### config.mk
export PLATFORM = sky130hd
export DESIGN_NAME = mil_bc_msg_seq_flat
export DESIGN_NICKNAME = d
export VERILOG_FILES = /design/src/rtl/mil_bc_msg_seq_if.sv /design/src/rtl/mil_bc_msg_seq.sv /design/src/flat_wrapper.sv
export SDC_FILE = /design/constraint.sdc
export NUM_CORES = 1
export LEC_CHECK = 0
export BUFFER_PORTS_ARGS = -buffer_cell sky130_fd_sc_hd__buf_2
export CAP_MARGIN = 20
export CELL_PAD_IN_SITES_DETAIL_PLACEMENT = 1
export CELL_PAD_IN_SITES_GLOBAL_PLACEMENT = 2
export CORE_MARGIN = 3
export CORE_UTILIZATION = 32
export DETAILED_ROUTE_END_ITERATION = 7
export HOLD_SLACK_MARGIN = 0.1
export PLACE_DENSITY_LB_ADDON = 0.08
export SLEW_MARGIN = 20
export SYNTH_ARGS = -nofsm -noshare
export SYNTH_HDL_FRONTEND = slang
export SYNTH_SLANG_ARGS = --single-unit
### constraint.sdc
create_clock -name clk -period 2.4 [get_ports clk]
set_input_delay 0.72 -clock clk [delete_from_list [all_inputs] [get_ports clk]]
set_output_delay 0.72 -clock clk [all_outputs]
set_load 0.005 [all_outputs]
### src/rtl/mil_bc_msg_seq_if.sv
// mil_bc_msg_seq_if: host/encoder/data-source signals of the 1553 BC message sequencer
interface mil_bc_msg_seq_if;
    logic        st;
    logic [15:0] cw;
    logic        dw_req;
    logic [15:0] dw;
    logic        dw_vld;
    logic [15:0] tx_word;
    logic        tx_csync;
    logic        tx_ld;
    logic        tx_done;
    logic        txen;
    logic        busy;
    logic        rsp_vld;
    logic [15:0] rsp_word;
    logic [15:0] sts;
    logic        msg_ok;
    logic        msg_tmo;
    modport slave (
        input  st, cw, dw, dw_vld, tx_done, rsp_vld, rsp_word,
        output dw_req, tx_word, tx_csync, tx_ld, txen, busy, sts, msg_ok, msg_tmo
    );
    modport master (
        output st, cw, dw, dw_vld, tx_done, rsp_vld, rsp_word,
        input  dw_req, tx_word, tx_csync, tx_ld, txen, busy, sts, msg_ok, msg_tmo
    );
endinterface

### src/rtl/mil_bc_msg_seq.sv
// mil_bc_msg_seq: sequences CW then DWs into the encoder, then waits for the RT status word
module mil_bc_msg_seq #(
    parameter int RSP_TMO = 700
) (
    input logic            clk,
    input logic            rst_n,
    mil_bc_msg_seq_if.slave bus
);
    typedef enum logic [2:0] {IDLE, SEND_CW, FETCH, SEND_DW, WAIT_RSP} state_t;
    localparam logic [11:0] TMO_LAST = 12'(RSP_TMO - 1);
    state_t      state;
    logic        tr;
    logic [5:0]  nw;
    logic [5:0]  remaining;
    logic [11:0] timer;
    always_ff @(posedge clk or negedge rst_n) begin
        if (!rst_n) begin
            state        <= IDLE;
            tr           <= 1'b0;
            nw           <= 6'd0;
            remaining    <= 6'd0;
            timer        <= 12'd0;
            bus.tx_word  <= 16'd0;
            bus.tx_csync <= 1'b0;
            bus.tx_ld    <= 1'b0;
            bus.dw_req   <= 1'b0;
            bus.txen     <= 1'b0;
            bus.busy     <= 1'b0;
            bus.sts      <= 16'd0;
            bus.msg_ok   <= 1'b0;
            bus.msg_tmo  <= 1'b0;
        end else begin
            bus.tx_ld   <= 1'b0;
            bus.dw_req  <= 1'b0;
            bus.msg_ok  <= 1'b0;
            bus.msg_tmo <= 1'b0;
            case (state)
                IDLE: if (bus.st) begin
                    tr           <= bus.cw[10];
                    nw           <= bus.cw[4:0] == 5'd0 ? 6'd32 : {1'b0, bus.cw[4:0]};
                    bus.tx_word  <= bus.cw;
                    bus.tx_csync <= 1'b1;
                    bus.tx_ld    <= 1'b1;
                    bus.txen     <= 1'b1;
                    bus.busy     <= 1'b1;
                    state        <= SEND_CW;
                end
                SEND_CW: if (bus.tx_done) begin
                    if (tr) begin
                        bus.txen <= 1'b0;
                        timer    <= 12'd0;
                        state    <= WAIT_RSP;
                    end else begin
                        bus.dw_req <= 1'b1;
                        remaining  <= nw;
                        state      <= FETCH;
                    end
                end
                FETCH: if (bus.dw_vld) begin
                    bus.tx_word  <= bus.dw;
                    bus.tx_csync <= 1'b0;
                    bus.tx_ld    <= 1'b1;
                    state        <= SEND_DW;
                end
                SEND_DW: if (bus.tx_done) begin
                    remaining <= remaining - 6'd1;
                    if (remaining == 6'd1) begin
                        bus.txen <= 1'b0;
                        timer    <= 12'd0;
                        state    <= WAIT_RSP;
                    end else begin
                        bus.dw_req <= 1'b1;
                        state      <= FETCH;
                    end
                end
                WAIT_RSP: begin
                    timer <= timer + 12'd1;
                    if (bus.rsp_vld) begin
                        bus.sts    <= bus.rsp_word;
                        bus.msg_ok <= 1'b1;
                        bus.busy   <= 1'b0;
                        state      <= IDLE;
                    end else if (timer == TMO_LAST) begin
                        bus.msg_tmo <= 1'b1;
                        bus.busy    <= 1'b0;
                        state       <= IDLE;
                    end
                end
                default: state <= IDLE;
            endcase
        end
    end
endmodule

### src/flat_wrapper.sv
// flat-port wrapper written by rule: the top's interface ports become plain ports
module mil_bc_msg_seq_flat 
#(
    parameter int RSP_TMO = 700
)
  (clk, rst_n, bus_st, bus_cw, bus_dw, bus_dw_vld, bus_tx_done, bus_rsp_vld, bus_rsp_word, bus_dw_req, bus_tx_word, bus_tx_csync, bus_tx_ld, bus_txen, bus_busy, bus_sts, bus_msg_ok, bus_msg_tmo);
  mil_bc_msg_seq_if bus_i ();
  input logic clk;
  input logic rst_n;
  input wire logic [$bits(bus_i.st)-1:0] bus_st;
  input wire logic [$bits(bus_i.cw)-1:0] bus_cw;
  input wire logic [$bits(bus_i.dw)-1:0] bus_dw;
  input wire logic [$bits(bus_i.dw_vld)-1:0] bus_dw_vld;
  input wire logic [$bits(bus_i.tx_done)-1:0] bus_tx_done;
  input wire logic [$bits(bus_i.rsp_vld)-1:0] bus_rsp_vld;
  input wire logic [$bits(bus_i.rsp_word)-1:0] bus_rsp_word;
  output wire logic [$bits(bus_i.dw_req)-1:0] bus_dw_req;
  output wire logic [$bits(bus_i.tx_word)-1:0] bus_tx_word;
  output wire logic [$bits(bus_i.tx_csync)-1:0] bus_tx_csync;
  output wire logic [$bits(bus_i.tx_ld)-1:0] bus_tx_ld;
  output wire logic [$bits(bus_i.txen)-1:0] bus_txen;
  output wire logic [$bits(bus_i.busy)-1:0] bus_busy;
  output wire logic [$bits(bus_i.sts)-1:0] bus_sts;
  output wire logic [$bits(bus_i.msg_ok)-1:0] bus_msg_ok;
  output wire logic [$bits(bus_i.msg_tmo)-1:0] bus_msg_tmo;
  assign bus_i.st = bus_st;
  assign bus_i.cw = bus_cw;
  assign bus_i.dw = bus_dw;
  assign bus_i.dw_vld = bus_dw_vld;
  assign bus_i.tx_done = bus_tx_done;
  assign bus_i.rsp_vld = bus_rsp_vld;
  assign bus_i.rsp_word = bus_rsp_word;
  assign bus_dw_req = bus_i.dw_req;
  assign bus_tx_word = bus_i.tx_word;
  assign bus_tx_csync = bus_i.tx_csync;
  assign bus_tx_ld = bus_i.tx_ld;
  assign bus_txen = bus_i.txen;
  assign bus_busy = bus_i.busy;
  assign bus_sts = bus_i.sts;
  assign bus_msg_ok = bus_i.msg_ok;
  assign bus_msg_tmo = bus_i.msg_tmo;
  mil_bc_msg_seq #(.RSP_TMO(RSP_TMO)) u_core (.clk(clk), .rst_n(rst_n), .bus(bus_i));
endmodule
-- Word level (Yosys, flattened, before mapping)
Cells that the tools add are included.
- flip-flop bits (word level): 67
- input port bits: 54
- output and inout bits: 39
- word-level logic and storage cells: 91
- multiplexer cells: 46
- equality and inequality tests: 14
- add/subtract/negate cells: 2
- reductions and logical operators: 15
- operators with widths (kind ; number):
    $mux 12 ; 4
    $pmux 12 s3 ; 1
    $mux 16 ; 2
    $pmux 16 s2 ; 1
    $mux 3 ; 8
    $mux 6 ; 4
    $mux 1 ; 19
    $pmux 3 s5 ; 1
    $add 12x1->12 const B ; 1
    $eq 12x10->1 const B ; 1
    $pmux 6 s2 ; 1
    $ne 2x2->1 const B ; 5
    $reduce_and 5->1 ; 2
    $pmux 1 s2 ; 4
    $eq 3x2->1 const B ; 2
    $eq 6x1->1 const B ; 1
    $reduce_and 3->1 ; 2
    $reduce_and 6->1 ; 1
    $reduce_bool 2->1 ; 3
    $reduce_bool 3->1 ; 2
    $sub 6x1->6 const B ; 1
    $logic_not 5->1 ; 1
    $ne 2x1->1 const B ; 2
    $reduce_and 2->1 ; 2
    other kinds (6) ; 6

-- Longest topological paths before layout
Gate-level depths: netlist of run 1.
- depth after elaboration: 4
- gate-level depth with buffers: 7
- depth with buffers taken out: 7

-- Least setup slack after synthesis of run 1
No wires, ideal clock.
- kind: input to register
- start point: input port bus_st
- end point: register u_core.nw[0]
- data arrival time: 1682 ps
- setup slack: 594 ps
- setup time: 125 ps
- stages: 3
- cells stage by stage: nor4b_1 > buf_2 > mux2_2
- word-level cells in the longest chain between the ends: 1
- RTL lines (what ; RTL line ; RTL):
    start: declaration ; flat_wrapper.sv:10 ; input wire logic [$bits(bus_i.st)-1:0] bus_st;
    $reduce_and 2->1 (no line) ; -- ;
    end signal: assignment ; mil_bc_msg_seq.sv:40 ; nw <= bus.cw[4:0] == 5'd0 ? 6'd32 : {1'b0, bus.cw[4:0]};
    end: declaration ; mil_bc_msg_seq.sv:13 ; logic [5:0] nw;
Every way passes these cells.
A chain may end at the register's enable or synchronous reset.

-- Worst setup path after layout of run 1
- start point: register u_core.remaining[4]
- end point: register u_core.timer[1]
- word-level cells in the longest chain between the ends: 3
- RTL lines (what ; RTL line ; RTL):
    start: declaration ; mil_bc_msg_seq.sv:14 ; logic [5:0] remaining;
    start signal: assignment ; mil_bc_msg_seq.sv:55 ; remaining <= nw;
    start signal: assignment ; mil_bc_msg_seq.sv:66 ; remaining <= remaining - 6'd1;
    $eq 6x1->1 ; mil_bc_msg_seq.sv:67 ; if (remaining == 6'd1) begin
    $ne 2x1->1 (no line) ; -- ;
    $reduce_and 5->1 (no line) ; -- ;
    end signal: assignment ; mil_bc_msg_seq.sv:77 ; timer <= timer + 12'd1;
    end: declaration ; mil_bc_msg_seq.sv:15 ; logic [11:0] timer;
Every way passes these cells.

==> results.toml, run 1 <==
[run_status]
status = "finished, final reports clean"

[floorplan]
die_x_microns = 103
pin_count = 93
rows = 34
die-area_sq_um = 10600
start_util = 0.338
core_area_sq_um = 8930
die_y_microns = 103

[detailed_routing]
vias = 2350
drc = 0
drt-vias-per-instance = 4.88
drt-wirelength-per-cell_microns = 15.2
antenna_left = 0
dr.pass1.iters = 4
first_iter_violations = 57
wirelength_microns = 7320

[pwr]
intPower_mw = 2.88
p_sw_frac = 0.350
net-switching-power_mw = 1.55
p_comb_frac = 0.350
seqPwrFrac = 0.439
power_density_nw_per_um2 = 1160
leakagePower_nw = 1.93
vdd_drop_max_v = 0.000456
p_clk_frac = 0.211

[sta]
grt_setup_unrepaired = "no"
tightestPinTransition_ns = 0.517
fin_setup_tns_ns = 0
timing.slew.headroom = 0.655
setup_slack_ns = 0.479
fin_crit_sh = 0.800
setup_viol = 0
final.min_clock_period_ns = 1.92
finalHoldViolCount = 0
timing.fmax_mhz = 521
slew_viol_final = 0
finClkSkew_ns = 0.00799

[synthesis]
yosys.area_share.xor_xnor = 0.0232
seq_area_frac_synth = 0.556
ys_ff_latch = 67
synth_top_family_by_area = "simple AND/OR/NAND/NOR gates"
avgSynthCellArea_sq_um = 11.1
yosysWarnings = 0
synth_compound_area_frac = 0.0896
yosys.area_share.adder = 0.0124
synth_top_area_cell = "dfrtp_1"
synth_edf_count = 0
synthCells = 272
netlist-cell-type-count = 42
ys_top_cells_by_area = "dfrtp_1 56%, mux2_2 8.2%, mux2i_1 6.0%, o21ai_0 5.1%, nand2_1 3.5%"
synth_area_sq_um = 3020
ys.flop_type = "dfrtp_1"
synthArstFlopShare = 1.00
synth_top_area_share = 0.556
synthMuxAreaShare = 0.142
yosys.area_share.simple = 0.148
syn-num-nets = 329

[final_layout]
finalNetCount = 426
fin_util = 0.427
fin_cells = 482
drive_above_1_share = 0.388
final_cell_area_sq_um = 3820
area.growth.synth_to_final_pct = 26.6
antenna_cells = 0

[clocking]
cts_tree = "done"
clkLatencyLatePin_ns = 0.34
ctsResizeCount = 0
h-tree-depth = 3
cts_setup_buffers = 0
cts.sinks = 67
clockRootBuffer = "clkbuf_8"
cts_hold_buf = 0
clk_pin_slew_ns = 0.08
clockBufferDepth = 2
cts_buffers = 9

[grt]
grt_pass1_vias = 2503
grt_overflow_total = 0
grt_pass1_wl_microns = 12400
grt_max_degree = 49
antenna_found_initial = 0
grt_use_total = 0.152

[critical_path]
r2r_end = "u_core.timer[1]$_DFFE_PN0P_"
worstPathRequired_ns = 2.61
arrival_ns = 2.13
worst-path-max-fanout = 11
critPathKind = "register to register"
end_kind = "register"
worstReg2RegStart = "u_core.remaining[4]$_DFFE_PN0P_"
r2r_slack_ns = 0.48
rr_worst_depth = 4
startpoint_type = "register"

[flow_run]
cap_violations = 0

[hold_path]
hold_path_class = "input port to async pin"

[placed_design]
place_area_sq_um = 3620
port_buffers = 92
routabilityCongestion = 0.792
dp_hpwl_microns = 5490
post-place-ws_ns = 0.476
dpl.cell_count = 466
synth_stat cells, drive strengths merged (2+ instances only):
master,n
a21o,3
a21oi,9
and2,2
and3,2
and4,2
buf,8
clkbuf,5
dfrtp,67
ha,3
inv,5
mux2,22
mux2i,18
nand2,28
nand2b,3
nand3,5
nand4,4
nor2,21
nor3,6
nor3b,2
nor4,3
o21ai,31
or2,2
or3,2
xor2,7
routing by layer:
metal,global-route usage,vias up,routed length [microns],part of all wire
li1,-,1148,-,-
met1,0.181,1137,3220,0.44
met2,0.260,59,3600,0.49
met3,0.0521,6,431,0.059
met4,0.0418,0,66,0.0090
met5,0,-,0,0
worst max-delay path: stages (launching register included):
cell	delay (ns)
dfrtp_1	0.42
or3_1	0.44
o21ai_0	0.31
and2_1	0.46
o21ai_0	0.15
worst max-delay path by stage:
stage,start,to,depth (start not counted)
global placement,bus_tx_done,u_core.remaining[0]$_DFFE_PN0P_,6
floorplan,bus_st,u_core.nw[0]$_DFFE_PN0P_,3
CTS,u_core.remaining[4]$_DFFE_PN0P_,u_core.timer[1]$_DFFE_PN0P_,4
global route,u_core.remaining[4]$_DFFE_PN0P_,u_core.timer[1]$_DFFE_PN0P_,4
detailed placement,u_core.remaining[4]$_DFFE_PN0P_,u_core.timer[1]$_DFFE_PN0P_,4
finish,u_core.remaining[4]$_DFFE_PN0P_,u_core.timer[1]$_DFFE_PN0P_,4
flip-flops by register name (all words and copies together) (netlist names), 3 cells and up:
| register | count |
|---|---|
| u_core.bus.tx_word | 16 |
| u_core.timer | 12 |
| u_core.state | 3 |
| u_core.nw | 6 |
| u_core.bus.sts | 16 |
| u_core.remaining | 6 |
power by group through the flow:
stage | sequential (mW) | combinational [mW] | clock [mW]
final | 1.95 | 1.55 | 0.936
after global routing | 2.02 | 1.79 | 1.03
after CTS | 1.95 | 1.60 | 0.972
after detailed placement | 1.97 | 1.60 | 0
after global placement | 1.95 | 1.57 | 0
after floorplan | 1.93 | 0.968 | 0
cells in the final DEF (no fill, tap or decap), types with 2 or more instances in the layout:
cell type	netlist	routed
inv_1	5	5
clkinv_2	0	3
nor2_1	21	21
dfrtp_1	67	67
buf_2	6	92
and2_1	2	2
mux2_2	22	22
and3_1	2	2
nand3_1	5	5
nand2b_1	3	3
a21oi_2	1	2
or3_1	2	2
nand4_1	3	3
ha_1	3	3
a21oi_1	8	7
buf_4	1	6
nor3_1	6	5
a21o_1	3	3
xor2_1	7	7
clkbuf_8	0	10
mux2i_1	18	18
o21ai_0	31	31
nor4_1	3	3
and4_1	2	2
nand2_1	28	28
cell type report:
cell class | count | area [sq um]
Inverter | 5 | 18.8
Timing Repair Buffer | 99 | 526
Tap cell | 108 | 135
Multi-Input combinational cell | 187 | 1270
Fill cell | 1033 | 5120
Sequential cell | 67 | 1680
Clock inverter | 5 | 52.6
Clock buffer | 11 | 141
per-stage QoR:
stage	hold WS (ns)	power [mW]
after CTS	0.339	4.53
after floorplan	0.424	2.90
after detailed placement	0.463	3.57
after global placement	0.454	3.52
final	0.327	4.44
after global routing	0.338	4.85
cell families after synthesis:
kind of cell	Yosys count
simple gates	88
mux	40
flops	67
compound gates	48
fa+ha+maj	3
buf+inv	18
xor+xnor	8
Power figures use the tool's default switching activity.
==> run 2: changes to the inputs <==
Clock period 2.4 ns to 1.9 ns, I/O delays scaled along.
==> run 2 against run 1 <==
  * Maximum frequency up 7.3%
  * Die area unchanged
  * Clock skew about the same
  * Wire length down 1.2%
  * Register-to-register slack worse by 0.37 ns
  * Critical endpoint is now u_core.timer[10]$_DFFE_PN0P_
  * Largest cell class unchanged
==> results.toml, run 2 (synthesis gave the netlist of run 1 again) <==
[floorplan]
pin_count = 93
core_area_sq_um = 8930
die-area_sq_um = 10600
rows = 34
die_x_microns = 103
die_y_microns = 103
start_util = 0.338

[final_layout]
top_regs = "u_core.bus.sts: 16 flops, u_core.bus.tx_word: 16 flops, u_core.timer: 12 flops"
layout_commonest_cell = "buf_2"
drive_above_1_share = 0.394
area.growth.synth_to_final_pct = 30.5
final_cell_mix = "92 x buf_2, 67 x dfrtp_1, 30 x o21ai_0"
final_cell_area_sq_um = 3940
antenna_cells = 0
finalNetCount = 428

[clocking]
h-tree-depth = 3
clkLatencyLatePin_ns = 0.35
clockBufferDepth = 2
cts.sinks = 67
cts_tree = "done"
cts_hold_buf = 0
clockRootBuffer = "clkbuf_8"
clk_pin_slew_ns = 0.07
cts_buffers = 9

[critical_path]
critPathKind = "register to register"
worstPathRequired_ns = 2.18
arrival_ns = 2.07
cp_common_cell = "or3_1"
worst-path-max-fanout = 5
crit_slowest_cell = "or3_1"
slowest_delay_ns = 0.44
startpoint_type = "register"
end_kind = "register"
crit_chain = "or3_1, o211ai_2, nand4_2, or3_1, a21oi_2"

[pwr]
intPower_mw = 4.04
p_comb_frac = 0.339
leakagePower_nw = 1.99
vdd_drop_max_v = 0.000645
p_sw_frac = 0.328
p_clk_frac = 0.253
seqPwrFrac = 0.408
net-switching-power_mw = 1.97
power_density_nw_per_um2 = 1530

[detailed_routing]
first_iter_violations = 45
drc = 0
drt-vias-per-instance = 4.83
drt-wirelength-per-cell_microns = 14.9
wirelength_microns = 7230
antenna_left = 0
vias = 2338
dr.pass1.iters = 4

[grt]
antenna_found_initial = 0
grt_max_degree = 68
grt_overflow_total = 0
grt_pass1_wl_microns = 12300
grt_use_total = 0.151
grt_pass1_vias = 2499

[placed_design]
port_buffers = 92
place_area_sq_um = 3680
routabilityCongestion = 0.827
dp_hpwl_microns = 5370

[sta]
timing.slew.headroom = 0.660
setup_viol = 0
tightestPinTransition_ns = 0.510
grt_setup_unrepaired = "no"
final.min_clock_period_ns = 1.79
finClkSkew_ns = 0.00835
fin_crit_sh = 0.942
fin_setup_tns_ns = 0
timing.fmax_mhz = 559
finalHoldViolCount = 0
slew_viol_final = 0

[flow_run]
cap_violations = 0

[hold_path]
hold_path_class = "input port to async pin"

[run_status]
status = "finished, final reports clean"
## run 2: cell types whose count changed in the layout (fill, tap and decap cells not counted), sizes merged
cell / change
clkinvlp: -1
bufinv: +2
clkbuf: +1
buf: +2
clkinv: -2
## run 2: metrics by stage
| step | hold WS [ns] | setup WS (ns) | power [mW] | cells | utilization |
|---|---|---|---|---|---|
| floorplan | 0.274 | 0.180 | 3.66 | 272 | - |
| global placement | 0.455 | 0.170 | 4.51 | 468 | 0.411 |
| detailed placement | 0.465 | 0.139 | 4.58 | 468 | 0.411 |
| CTS | 0.247 | 0.112 | 6.13 | 484 | 0.441 |
| global route | 0.252 | 0.0134 | 6.53 | 484 | 0.441 |
| finish | 0.234 | 0.110 | 6.00 | 484 | 0.441 |
## run 2: final timing paths
kind                                                 start                                  to  slack [ns]  cells after the start
min in group clk                               bus_rsp_vld        u_core.bus.msg_tmo$_DFF_PN0_        0.42                      2
min reg2reg                    u_core.bus.busy$_DFFE_PN0P_         u_core.bus.busy$_DFFE_PN0P_        0.47                      1
max in group asynchronous                            rst_n  u_core.bus.tx_word[12]$_DFFE_PN0P_        1.36                      2
max reg2reg                u_core.remaining[4]$_DFFE_PN0P_        u_core.timer[10]$_DFFE_PN0P_        0.11                      5
min                                                  rst_n      u_core.bus.sts[11]$_DFFE_PN0P_        0.23                      2
max                        u_core.remaining[4]$_DFFE_PN0P_        u_core.timer[10]$_DFFE_PN0P_        0.11                      5
## run 2: layer usage
metal  wire length (microns)  global-route usage
met5                       0                   0
met3                     442              0.0467
met1                    3100               0.177
met4                     119              0.0568
met2                    3580               0.257
## run 2: what timing repair did
action,4_1_cts,5_1_grt
buffers inserted,0,0
hold endpoints to repair,0,0
gates resized for setup,0,1
setup endpoints to repair,0,6
## run 2: area by class of cell
cell class              count  area (sq um)
flip-flops and latches     67          1680
multi-input cells         187          1270
inverters                   5          18.8
repair buffers            101           578
well taps                 108           135
clock buffers              12           165
fillers                  1018          5000
clock inverters             4          95.1
## run 2: critical path, delay by kind of cell (launching register included)
| kind | cells | cell delay, ns |
|---|---|---|
| AND/OR/NAND/NOR | 3 | 0.92 |
| AO/OA/AOI/OAI | 2 | 0.38 |
| flip-flops | 1 | 0.42 |
## run 2: power by group through the flow
| stage | registers (mW) | clock network [mW] | logic [mW] |
|---|---|---|---|
| floorplan | 2.44 | 0 | 1.22 |
| CTS | 2.46 | 1.57 | 2.10 |
| finish | 2.45 | 1.52 | 2.03 |
| global placement | 2.46 | 0 | 2.05 |
| global route | 2.55 | 1.64 | 2.34 |
| detailed placement | 2.48 | 0 | 2.10 |
==> run 3: changes to the inputs <==
Settings changed: CORE_MARGIN 3 to 2, GPL_TIMING_DRIVEN set to 0.
==> run 3 against run 2 <==
  * Clock skew grew 0.0053 ns
  * Clock power shrank 22%
  * Hold slack lost 0.11 ns
  * Cell count grew 2.5%
  * Clock-buffer cell count grew 1
  * Register-to-register slack is essentially flat
  * Critical path depth grew 1
  * Combinational power is essentially flat
  * Maximum frequency grew 0.59%
  * Flip-flop and latch count is the same
  * Cell area shrank 0.57%
  * Wire length grew 2.4%
  * Critical path type unchanged
  * Largest cell class unchanged
==> results.toml, run 3 (synthesis gave the netlist of run 1 again) <==
[run_status]
status = "finished, final reports clean"

[pwr]
vdd_drop_max_v = 0.000545
power_density_nw_per_um2 = 1460
leakagePower_nw = 1.99

[final_layout]
antenna_cells = 0
area.growth.synth_to_final_pct = 29.8
final_cell_area_sq_um = 3910
drive_above_1_share = 0.410
ff_latch_area_sq_um = 1680
layout_commonest_cell = "buf_2"
fillerInstances = 1057
finalNetCount = 437
multi_input_area_sq_um = 1280
final_cell_mix = "96 x buf_2, 65 x dfrtp_1, 30 x o21ai_0"
top_regs = "u_core.bus.sts: 16 flops, u_core.bus.tx_word: 16 flops, u_core.timer: 12 flops"

[grt]
grt_max_degree = 48
grt_use_total = 0.156
antenna_found_initial = 0
grt_pass1_vias = 2496
grt_pass1_wl_microns = 12500
grt_overflow_total = 0

[clocking]
clockBufferDepth = 2
clk_pin_slew_ns = 0.08
cts_buffers = 9
clkLatencyLatePin_ns = 0.33
cts_tree = "done"
cts.sinks = 67
h-tree-depth = 3
clockRootBuffer = "clkbuf_8"

[sta]
setup_viol = 0
finalHoldViolCount = 0
timing.fmax_mhz = 562
fin_setup_tns_ns = 0
tightestPinTransition_ns = 0.410
finClkSkew_ns = 0.0136
fin_crit_sh = 0.937
final.min_clock_period_ns = 1.78
slew_viol_final = 0
timing.slew.headroom = 0.727

[detailed_routing]
antenna_left = 0
wirelength_microns = 7410
drt-wirelength-per-cell_microns = 14.9
drc = 0
dr.pass1.iters = 4
drt-vias-per-instance = 4.84
first_iter_violations = 46
vias = 2400

[placed_design]
routabilityCongestion = 0.751
place_area_sq_um = 3640
port_buffers = 92
dp_hpwl_microns = 5430

[critical_path]
r2r_slack_ns = 0.12
critPathKind = "register to register"
worstReg2RegStart = "u_core.state[0]$_DFFE_PN0P_"
worstPathRequired_ns = 2.17
cp_top_family = "simple AND/OR/NAND/NOR gates"
slowest_delay_ns = 0.47
crit_slowest_cell = "dfrtp_2"
crit_start = "u_core.state[0]$_DFFE_PN0P_"
r2r_end = "u_core.timer[10]$_DFFE_PN0P_"
arrival_ns = 2.05
critical_path_buf_inv_count = 1
crit_chain = "or3b_4, buf_6, o211ai_2, nand4_2, or3_1, a21oi_2"
startpoint_type = "register"
rr_worst_depth = 6
end_kind = "register"
worst-path-max-fanout = 7

[floorplan]
start_util = 0.328
die_y_microns = 101
die-area_sq_um = 10200
pin_count = 93
core_area_sq_um = 9200
die_x_microns = 101
rows = 35

[hold_path]
hold_path_class = "input port to async pin"

[flow_run]
cap_violations = 0
## run 3: area by class of cell
cell class	instances	share of cell area
tap	111	0.0355
sequential	67	0.429
multi-input combinational	187	0.327
inverter	5	0.00480
clock buffer	13	0.0380
clock inverter	3	0.0121
timing repair buffer	98	0.135
buffer	12	0.0185
## run 3: worst register-to-register path, stage by stage (launching register included)
cell and delay [ns]:
dfrtp_2 0.47, or3b_4 0.41, buf_6 0.14, o211ai_2 0.08, nand4_2 0.14, or3_1 0.34
a21oi_2 0.14
## run 3: worst max path at each step
stage	depth (start not counted)	endpoint	slack, ns
6_report	6	u_core.timer[10]$_DFFE_PN0P_	0.12
5_1_grt	7	u_core.timer[10]$_DFFE_PN0P_	-0.009
3_5_place_dp	5	u_core.bus.sts[7]$_DFFE_PN0P_	-0.21
4_1_cts	7	u_core.bus.tx_word[8]$_DFFE_PN0P_	0.02
3_3_place_gp	5	u_core.bus.sts[10]$_DFFE_PN0P_	-0.19
2_1_floorplan	5	u_core.bus.sts[10]$_DFFE_PN0P_	0.18
## run 3: metrics by stage
step	setup WS [ns]	hold slack (ns)	std cells	utilization	total power [mW]
after floorplan	0.180	0.274	272	-	3.66
after global placement	-0.192	0.455	475	0.393	4.45
after detailed placement	-0.214	0.462	476	0.396	4.51
after CTS	0.0226	0.115	495	0.421	5.76
after global routing	-0.00876	0.125	496	0.426	6.20
final	0.120	0.121	496	0.426	5.71
## run 3: routing by layer
layer | track usage | wire length [microns]
met1 | 0.194 | 3250
met2 | 0.271 | 3730
met3 | 0.0402 | 376
met4 | 0.0405 | 42
met5 | 0 | 0
## run 3: power breakdown
part           leakage (nW)  internal (mW)  switching (mW)
sequential            0.858           2.04           0.429
clock                0.0978          0.649           0.540
combinational          1.03           1.02            1.03
## run 3: timing repair
action,CTS,global route
pin swaps,0,1
hold buffers,0,0
resized for setup,3,14
endpoints found under the setup margin,27,40
setup buffers,3,2
